<file path="config.mk">
export PLATFORM = sky130hd
export DESIGN_NAME = mux_arbiter
export DESIGN_NICKNAME = d
export VERILOG_FILES = /design/src/rtl/mux_arbiter.sv
export SDC_FILE = /design/constraint.sdc
export NUM_CORES = 1
export LEC_CHECK = 0
export BUFFER_PORTS_ARGS = -buffer_cell sky130_fd_sc_hd__buf_2
export CORE_MARGIN = 10
export CORE_UTILIZATION = 34
export CTS_CLUSTER_SIZE = 12
export DETAILED_ROUTE_END_ITERATION = 8
export MAX_ROUTING_LAYER = met4
export PLACE_DENSITY = 0.83
export RECOVER_POWER = 50
export REMOVE_ABC_BUFFERS = 1
export SETUP_SLACK_MARGIN = 0.15
export SLEW_MARGIN = 20
export SYNTH_ARGS = -nofsm -noshare
export SYNTH_HDL_FRONTEND = slang
export SYNTH_SLANG_ARGS = --single-unit
</file>
<file path="constraint.sdc">
create_clock -name clk -period 2.24 [get_ports clk]
set_input_delay 0 -clock clk [delete_from_list [all_inputs] [get_ports clk]]
set_output_delay 0 -clock clk [all_outputs]
set_load 0.03 [all_outputs]
</file>
<file path="src/rtl/mux_arbiter.sv">
// mux_arbiter: round-robin arbiter steering one of CHANNELS burst sources onto a shared bus.
// Optional stall timeout enabled by defining MUX_ARBITER_TIMEOUT_EN.
module mux_arbiter #(
  parameter int CHANNELS   = 4,
  parameter int BUS_SIZE   = 32,
  parameter int HOLD_LIMIT = 16
) (
  input  logic                         clk,
  input  logic                         reset,
  input  logic [CHANNELS-1:0]          req,
  input  logic [CHANNELS-1:0]          last,
  input  logic [CHANNELS*BUS_SIZE-1:0] data_in,
  input  logic                         out_ready,
  output logic [CHANNELS-1:0]          grant,
  output logic [$clog2(CHANNELS)-1:0]  selector,
  output logic                         out_valid,
  output logic [BUS_SIZE-1:0]          out_data,
  output logic                         out_last,
  output logic [CHANNELS-1:0]          ack,
  output logic                         timeout
);
  localparam int SW = $clog2(CHANNELS);
  localparam logic [0:0] IDLE = 1'b0, BUSY = 1'b1;

  logic [0:0]          state_q, state_d;
  logic [CHANNELS-1:0] grant_q, grant_d, pick, others;
  logic [SW-1:0]       ptr_q, ptr_d, sel, base;
  logic                busy, xfer, rel, to;

  function automatic logic [SW-1:0] wrap(input int v);
    return SW'(v % CHANNELS);
  endfunction

  always_comb begin
    sel      = '0;
    out_data = '0;
    out_last = 1'b0;
    for (int i = 0; i < CHANNELS; i++)
      if (grant_q[i]) begin
        sel      = SW'(i);
        out_data = data_in[i*BUS_SIZE +: BUS_SIZE];
        out_last = last[i];
      end
  end

  assign busy      = state_q == BUSY;
  assign out_valid = busy & req[sel];
  assign xfer      = out_valid & out_ready;
  assign ack       = CHANNELS'(xfer) << sel;
  assign rel       = (xfer & out_last) | to;
  assign base      = busy ? sel : ptr_q;
  assign others    = req & ~grant_q;
  assign grant     = grant_q;
  assign selector  = sel;
  assign timeout   = to;

  // Scan downward so the nearest requester after base wins; base itself ranks last.
  always_comb begin
    pick = '0;
    for (int j = CHANNELS; j >= 1; j--)
      if (req[wrap(int'(base) + j)]) pick = CHANNELS'(1) << wrap(int'(base) + j);
  end

  always_comb begin
    state_d = state_q;
    grant_d = grant_q;
    ptr_d   = ptr_q;
    if (!busy && |req) begin
      state_d = BUSY;
      grant_d = pick;
    end else if (busy && rel) begin
      ptr_d   = sel;
      state_d = |others ? BUSY : IDLE;
      grant_d = |others ? pick : '0;
    end
  end

  always_ff @(posedge clk or negedge reset)
    if (!reset) begin
      state_q <= IDLE;
      grant_q <= '0;
      ptr_q   <= SW'(CHANNELS - 1);
    end else begin
      state_q <= state_d;
      grant_q <= grant_d;
      ptr_q   <= ptr_d;
    end

`ifdef MUX_ARBITER_TIMEOUT_EN
  localparam int HW = $clog2(HOLD_LIMIT + 1);
  logic [HW-1:0] hold_q, hold_d;
  assign to     = busy & ~xfer & (hold_q == HW'(HOLD_LIMIT - 1));
  assign hold_d = (busy & ~xfer & ~to) ? hold_q + 1'b1 : '0;
  always_ff @(posedge clk or negedge reset)
    if (!reset) hold_q <= '0;
    else hold_q <= hold_d;
`else
  logic unused_hold;
  assign unused_hold = ^HOLD_LIMIT;
  assign to          = 1'b0;
`endif
endmodule

</file>
==> impl_metrics.tcl, run 1 <==
set metrics [dict create \
    grt_max_degree 37 \
    dr.pass1.iters 6 \
    cp.arrival_ns 2.18 \
    max_freq_ghz 0.4857 \
    async_flop_share_pct 100.0 \
    final_antenna_net_count 0 \
    antenna_cells 0 \
    yosysTopAreaCell "a221o_1" \
    critPathBufInv 1 \
    cts-root-buf "clkbuf_8" \
    routabilityCongestion 0.9791 \
    ys_top_cells_by_count "nor2_1, a221o_1, a22oi_1, clkbuf_1" \
    core_um2 4324 \
    skew_ns 0.006145 \
    max_stage_delay_ns 0.64 \
    fin_cells 421 \
    yosysSeqAreaShare_pct 11.73 \
    critPathLaunchType "register" \
    netlist.area_leader.share_pct 21.14 \
    dp_slack_ns 0.2291 \
    synth.avg_cell_area_um2 7.576 \
    finalWirelength_um 8567 \
    wl_per_cell_um 20.35 \
    p_int_w 0.001404 \
    timing.critical_path.cells "buf_4 -> o22ai_1 -> nor3_1 -> a211oi_2 -> a32o_1" \
    cap_violations 0 \
    fin_crit_sh_pct 91.92 \
    final_max_slew_viol_count 0 \
    synth_cells 200 \
    grt_pass1_vias 2415 \
    final_area_um2 2476 \
    drc_errors 0 \
    power.switching_w 0.002174 \
    ff2ff_setup_slack_ns 0.18 \
    synth_area_leaders "a221o_1, a22oi_1, nor2_1, dfrtp_1, dfstp_2" \
    synth-seq-cells 7 \
    cpMaxStageDelayCell "dfrtp_1" \
    p_leak_nw 1.294 \
    path_clk_slew_ns 0.04 \
    yosysUniqueCellTypes 43 \
    crit_type "reg2reg" \
    synth_flop_cell "dfrtp_1" \
    die_x_um 86.76 \
    syn-cell-area_um2 1515 \
    setup_violations 0 \
    clock_path_buffers 2 \
    rsz0062_at_grt "true" \
    track_usage_pct 20.61 \
    cp_max_fo 36 \
    fin_nets 509 \
    drive_above_1_share_pct 54.20 \
    run_status "finished clean" \
    grt_first_pass_wirelength_um 12550 \
    dp_hpwl_um 7098 \
    powerDensity_nw_per_um2 1445 \
    grt_overflow 0 \
    vdd_drop_max_uv 1017 \
    pwr-share-comb_pct 86.3 \
    ios 184 \
    tightest_slew_ns 0.6855 \
    place_area_um2 2425 \
    p_sw_share_pct 60.76 \
    synth_edf_count 0 \
    vias_per_cell 5.874 \
    portBuffers 182 \
    area_growth_syn_to_layout_pct 63.42 \
    slew_headroom_pct 54.20 \
    critical-path-top-delay-family "flip-flops" \
    numCtsBuffers 3 \
    period_minus_slack_ns 2.059 \
    cp-end-kind "register" \
    yosysWarnings 0 \
    num_vias 2473 \
    required_ns 2.36 \
    synth_most_common_cell "nor2_1" \
    drtIter0Drc 169 \
    dieArea_um2 7526 \
    clock_latency_ns 0.23 \
    fp.dieH_um 86.76 \
    hold_class "in2reg" \
    htree_levels 1 \
    hold_viol_final 0 \
    p_total_w 0.003578 \
    cts_tree "built" \
    clkPwrFrac_pct 5.1 \
    layout_setup_ws_ns 0.1811 \
    cts_setup_buffers 0 \
    place_inst 416 \
    cts_sinks 7 \
    start_util_pct 35.04 \
    fin_hold_ws_ns 0.1349 \
    p_seq_share_pct 8.6 \
    num_rows 24 \
    grt_antenna_before_repair 0 \
]
==> path summary, 6_finish.rpt <==
check                           cells past startpoint       end     start
worst max-delay path                                5  grant[0]  grant[3]
min in group asynchronous                           2  grant[0]     reset
worst min-delay path                                2  grant[0]    req[0]
worst max register to register                      5  grant[0]  grant[3]
max in group asynchronous                           2  ptr_q[1]     reset
worst min register to register                      1  ptr_q[0]  ptr_q[0]
==> cell families (layout without fill, tap and decap cells) <==
family | after synthesis | after routing | share of synthesized area [%]
AOI/OAI and AO/OA | 94 | 94 | 53.67
other | 1 | 1 | 0.2475
muxes | 7 | 7 | 5.698
DFF | 7 | 7 | 11.73
and+or+nand+nor | 62 | 62 | 19.41
buffers and inverters | 29 | 198 | 9.249
==> through the flow <==
step                TNS (ns)  util [%]
floorplan             -46.14         -
global placement           0     56.08
detailed placement         0     56.08
CTS                        0     57.55
global route               0     57.26
finish                     0     57.26
==> cell usage in the layout, fill, tap and decap left out, types with 2 or more instances in the layout <==
master,synthesis,layout
inv_1,5,5
a211oi_2,3,3
nor3_1,3,3
mux2_2,3,3
a211oi_1,3,3
mux2i_1,3,3
a21oi_1,4,4
a221o_1,32,32
a31oi_1,2,2
dfrtp_1,5,5
a22oi_1,31,31
a21o_1,2,2
buf_2,4,166
o21ai_0,5,5
nand2_1,5,5
o22ai_1,2,2
nand4_1,1,2
nor3b_1,3,3
a32o_1,4,4
nor2_1,37,37
nand3_1,2,2
clkbuf_2,0,10
nor2b_1,3,2
buf_4,1,5
dfstp_2,2,2
clkbuf_1,13,7
clkbuf_8,0,3
==> power by group through the flow <==
stage | logic (W) | registers, W | clock network (W)
3_5_place_dp | 0.00306 | 0.000303 | 0
3_3_place_gp | 0.00305 | 0.000299 | 0
6_report | 0.00309 | 0.000307 | 0.000182
2_1_floorplan | 0.00200 | 0.000474 | 0
4_1_cts | 0.00309 | 0.000304 | 0.000184
5_1_grt | 0.00326 | 0.000316 | 0.000196
==> state kept, by name, summed over array words and instances (netlist names) <==
register  flops
grant         4
ptr_q         2
busy          1
==> per-layer routing <==
layer / up-vias / GRT usage, % / part of all wire [%] / wire length [um]
li1: 1149 / - / - / -
met1: 1138 / 21.46 / 36 / 3087
met2: 166 / 36.78 / 51 / 4357
met3: 20 / 5.816 / 11 / 900
met4: 0 / 6.038 / 2.6 / 222
met5: - / - / 0 / 0
==> cell type report <==
| cell class | instances | area [um^2] |
|---|---|---|
| multi-input combinational | 164 | 1207 |
| sequential | 7 | 177.7 |
| tap | 52 | 65.06 |
| inverter | 5 | 18.77 |
| fill | 410 | 1848 |
| timing repair buffer | 189 | 962.2 |
| clock buffer | 4 | 45.04 |
==> what timing repair did <==
action,in CTS,in global routing
pin swaps,0,1
hold buffers,1,0
resized for setup,2,1
endpoints found under the setup margin,31,39
hold endpoints to repair,7,0
Note: power is estimated with default switching activity, not from simulation.
==> inputs of run 2 (changes only) <==
--- a/config.mk
+++ b/config.mk
@@ -6,6 +6,7 @@
 export NUM_CORES = 1
 export LEC_CHECK = 0
 export BUFFER_PORTS_ARGS = -buffer_cell sky130_fd_sc_hd__buf_2
+export CAP_MARGIN = 25
 export CORE_MARGIN = 10
 export CORE_UTILIZATION = 34
 export CTS_CLUSTER_SIZE = 12
==> constraint.sdc (replaced) <==
create_clock -name clk -period 2.24 [get_ports clk]
set_input_delay 0.448 -clock clk [delete_from_list [all_inputs] [get_ports clk]]
set_output_delay 0.448 -clock clk [all_outputs]
set_load 0.03 [all_outputs]
==> run 2 against run 1 <==
Effect of this change:
- the run now ends with negative setup slack left
- power increased by 30%
- first-iteration DRC count increased by 8.3%
- utilization increased by 13 points
- cell area increased by 23%
- via count increased by 7.5%
- sequential share of layout area decreased by 1.2 points
- critical path depth increased by 2
- critical endpoint is now out_data[2]
- largest cell class is now buffers
==> impl_metrics.tcl, run 2 (same netlist as run 1, synthesis figures left out) <==
set metrics [dict create \
    run_status "complete, but fails checks" \
    violations "negative setup slack" \
    final_cell_mix "buf_2, buf_6, nor2_1, a221o_1, a22oi_1" \
    htree_levels 1 \
    fp.dieH_um 86.76 \
    wl_per_cell_um 22.70 \
    clock_path_buffers 2 \
    cp_common_cell "buf_6" \
    dieArea_um2 7526 \
    skew_ns 0.005238 \
    ios 184 \
    largest_reg_flops 4 \
    clock_latency_ns 0.23 \
    layout.core_utilization_pct 70.28 \
    final_max_slew_viol_count 0 \
    grt_antenna_before_repair 0 \
    area_growth_syn_to_layout_pct 100.6 \
    period_minus_slack_ns 2.342 \
    path_clk_slew_ns 0.04 \
    met2_usage_pct 45.57 \
    tightest_slew_ns 0.6274 \
    cpMaxStageDelayCell "dfrtp_2" \
    busiest_layer "met2" \
    fin_nets 529 \
    grt_first_pass_wirelength_um 14280 \
    dr.pass1.iters 5 \
    num_vias 2658 \
    postCtsHoldBufs 0 \
    fin_hold_ws_ns 0.1094 \
    hold_class "in2async" \
    drtIter0Drc 183 \
    antenna_cells 0 \
    cp_max_fo 8 \
    cts_tree "built" \
    hold_viol_final 0 \
    max_stage_delay_ns 0.44 \
    setup_violations 34 \
    dp_hpwl_um 6976 \
    final_common_cell "buf_2" \
    track_usage_pct 24.28 \
    cp.arrival_ns 1.89 \
    p_leak_nw 1.509 \
    cap_violations 0 \
    drc_errors 0 \
    final_antenna_net_count 0 \
    required_ns 1.79 \
    cp-end-kind "output port" \
    routabilityCongestion 1.015 \
    grt_pass1_vias 2582 \
    portBuffers 182 \
    grt_overflow 0 \
    grt_max_degree 37 \
    timing.critical_path.cells "buf_12 -> or2_4 -> nor3b_4 -> buf_6 -> buf_8 -> a221o_1 -> buf_6" \
    core_um2 4324 \
    rsz0062_at_grt "true" \
    cts-root-buf "clkbuf_8" \
    critPathLaunchType "register" \
    start_util_pct 35.04 \
    cts_sinks 7 \
    vdd_drop_max_uv 1026 \
    critPathBufInv 4 \
    fin_crit_sh_pct 104.5 \
    die_x_um 86.76 \
    layout_setup_ws_ns -0.1017 \
    num_rows 24 \
    powerDensity_nw_per_um2 1534 \
    slew_headroom_pct 58.17 \
    vias_per_cell 6.027 \
    numCtsBuffers 3 \
    use_met3_pct 3.940 \
    drive_above_1_share_pct 60.15 \
    path_depth 7 \
    finalWirelength_um 10010 \
    use_met1_pct 25.44 \
    max_freq_ghz 0.4270 \
    worst-r2r-cell-count 7 \
    crit_type "reg2out" \
    critical-path-top-delay-family "buffers and inverters" \
]
==> run 2: layer usage <==
metal	wire, um	vias up
met1	3440	1225
li1	-	1196
met3	1030	25
met5	0	-
met4	205	0
met2	5333	212
==> run 2: path summary, 6_finish.rpt <==
kind	endpoint	startpoint	slack, ns
worst max-delay path	out_data[2]	grant[2]	-0.10
worst min-delay path	grant[1]	reset	0.11
worst max register to register	grant[1]	grant[2]	0.21
worst min register to register	ptr_q[0]	ptr_q[0]	0.63
max in group asynchronous	ptr_q[0]	reset	1.81
min in group clk	grant[0]	req[0]	0.60
==> run 2: metrics by stage <==
step	power [W]	cell area [um^2]	instances	TNS (ns)	setup WS, ns
final	0.004663	3039	441	-1.819	-0.1017
after global routing	0.004858	3039	441	-3.463	-0.1419
after CTS	0.004549	3007	440	-1.525	-0.08755
after detailed placement	0.003426	2455	420	-2.112	-0.1862
after global placement	0.003390	2455	420	-1.019	-0.1305
after floorplan	0.002471	1394	176	-63.99	-1.575
==> run 2: area by class of cell <==
type / instances / area [um^2]
clock buffers: 4 / 45.04
fillers: 345 / 1285
inverters: 5 / 18.77
multi-input cells: 165 / 1287
flip-flops and latches: 7 / 180.2
well taps: 52 / 65.06
repair buffers: 208 / 1443
==> run 2: timing repair <==
action	CTS	global route
hold endpoints to repair	0	0
buffers inserted	10	1
gates resized for setup	98	7
setup endpoints to repair	44	43
pin swaps	10	12
cloned	6	0
==> run 2: worst register-to-register path: stages (launching register included) <==
cell,delay [ns]
dfrtp_2,0.44
buf_12,0.13
or2_4,0.25
buf_4,0.18
mux2_2,0.30
o211ai_1,0.20
nand4_1,0.13
a32o_1,0.29
==> run 2: power breakdown <==
group	internal (W)	switching, W	leakage (nW)
sequential	0.000197	0.000102	0.0797
combinational	0.00187	0.00231	1.41
clock	0.000123	0.0000586	0.0228
total	0.00219	0.00247	1.51
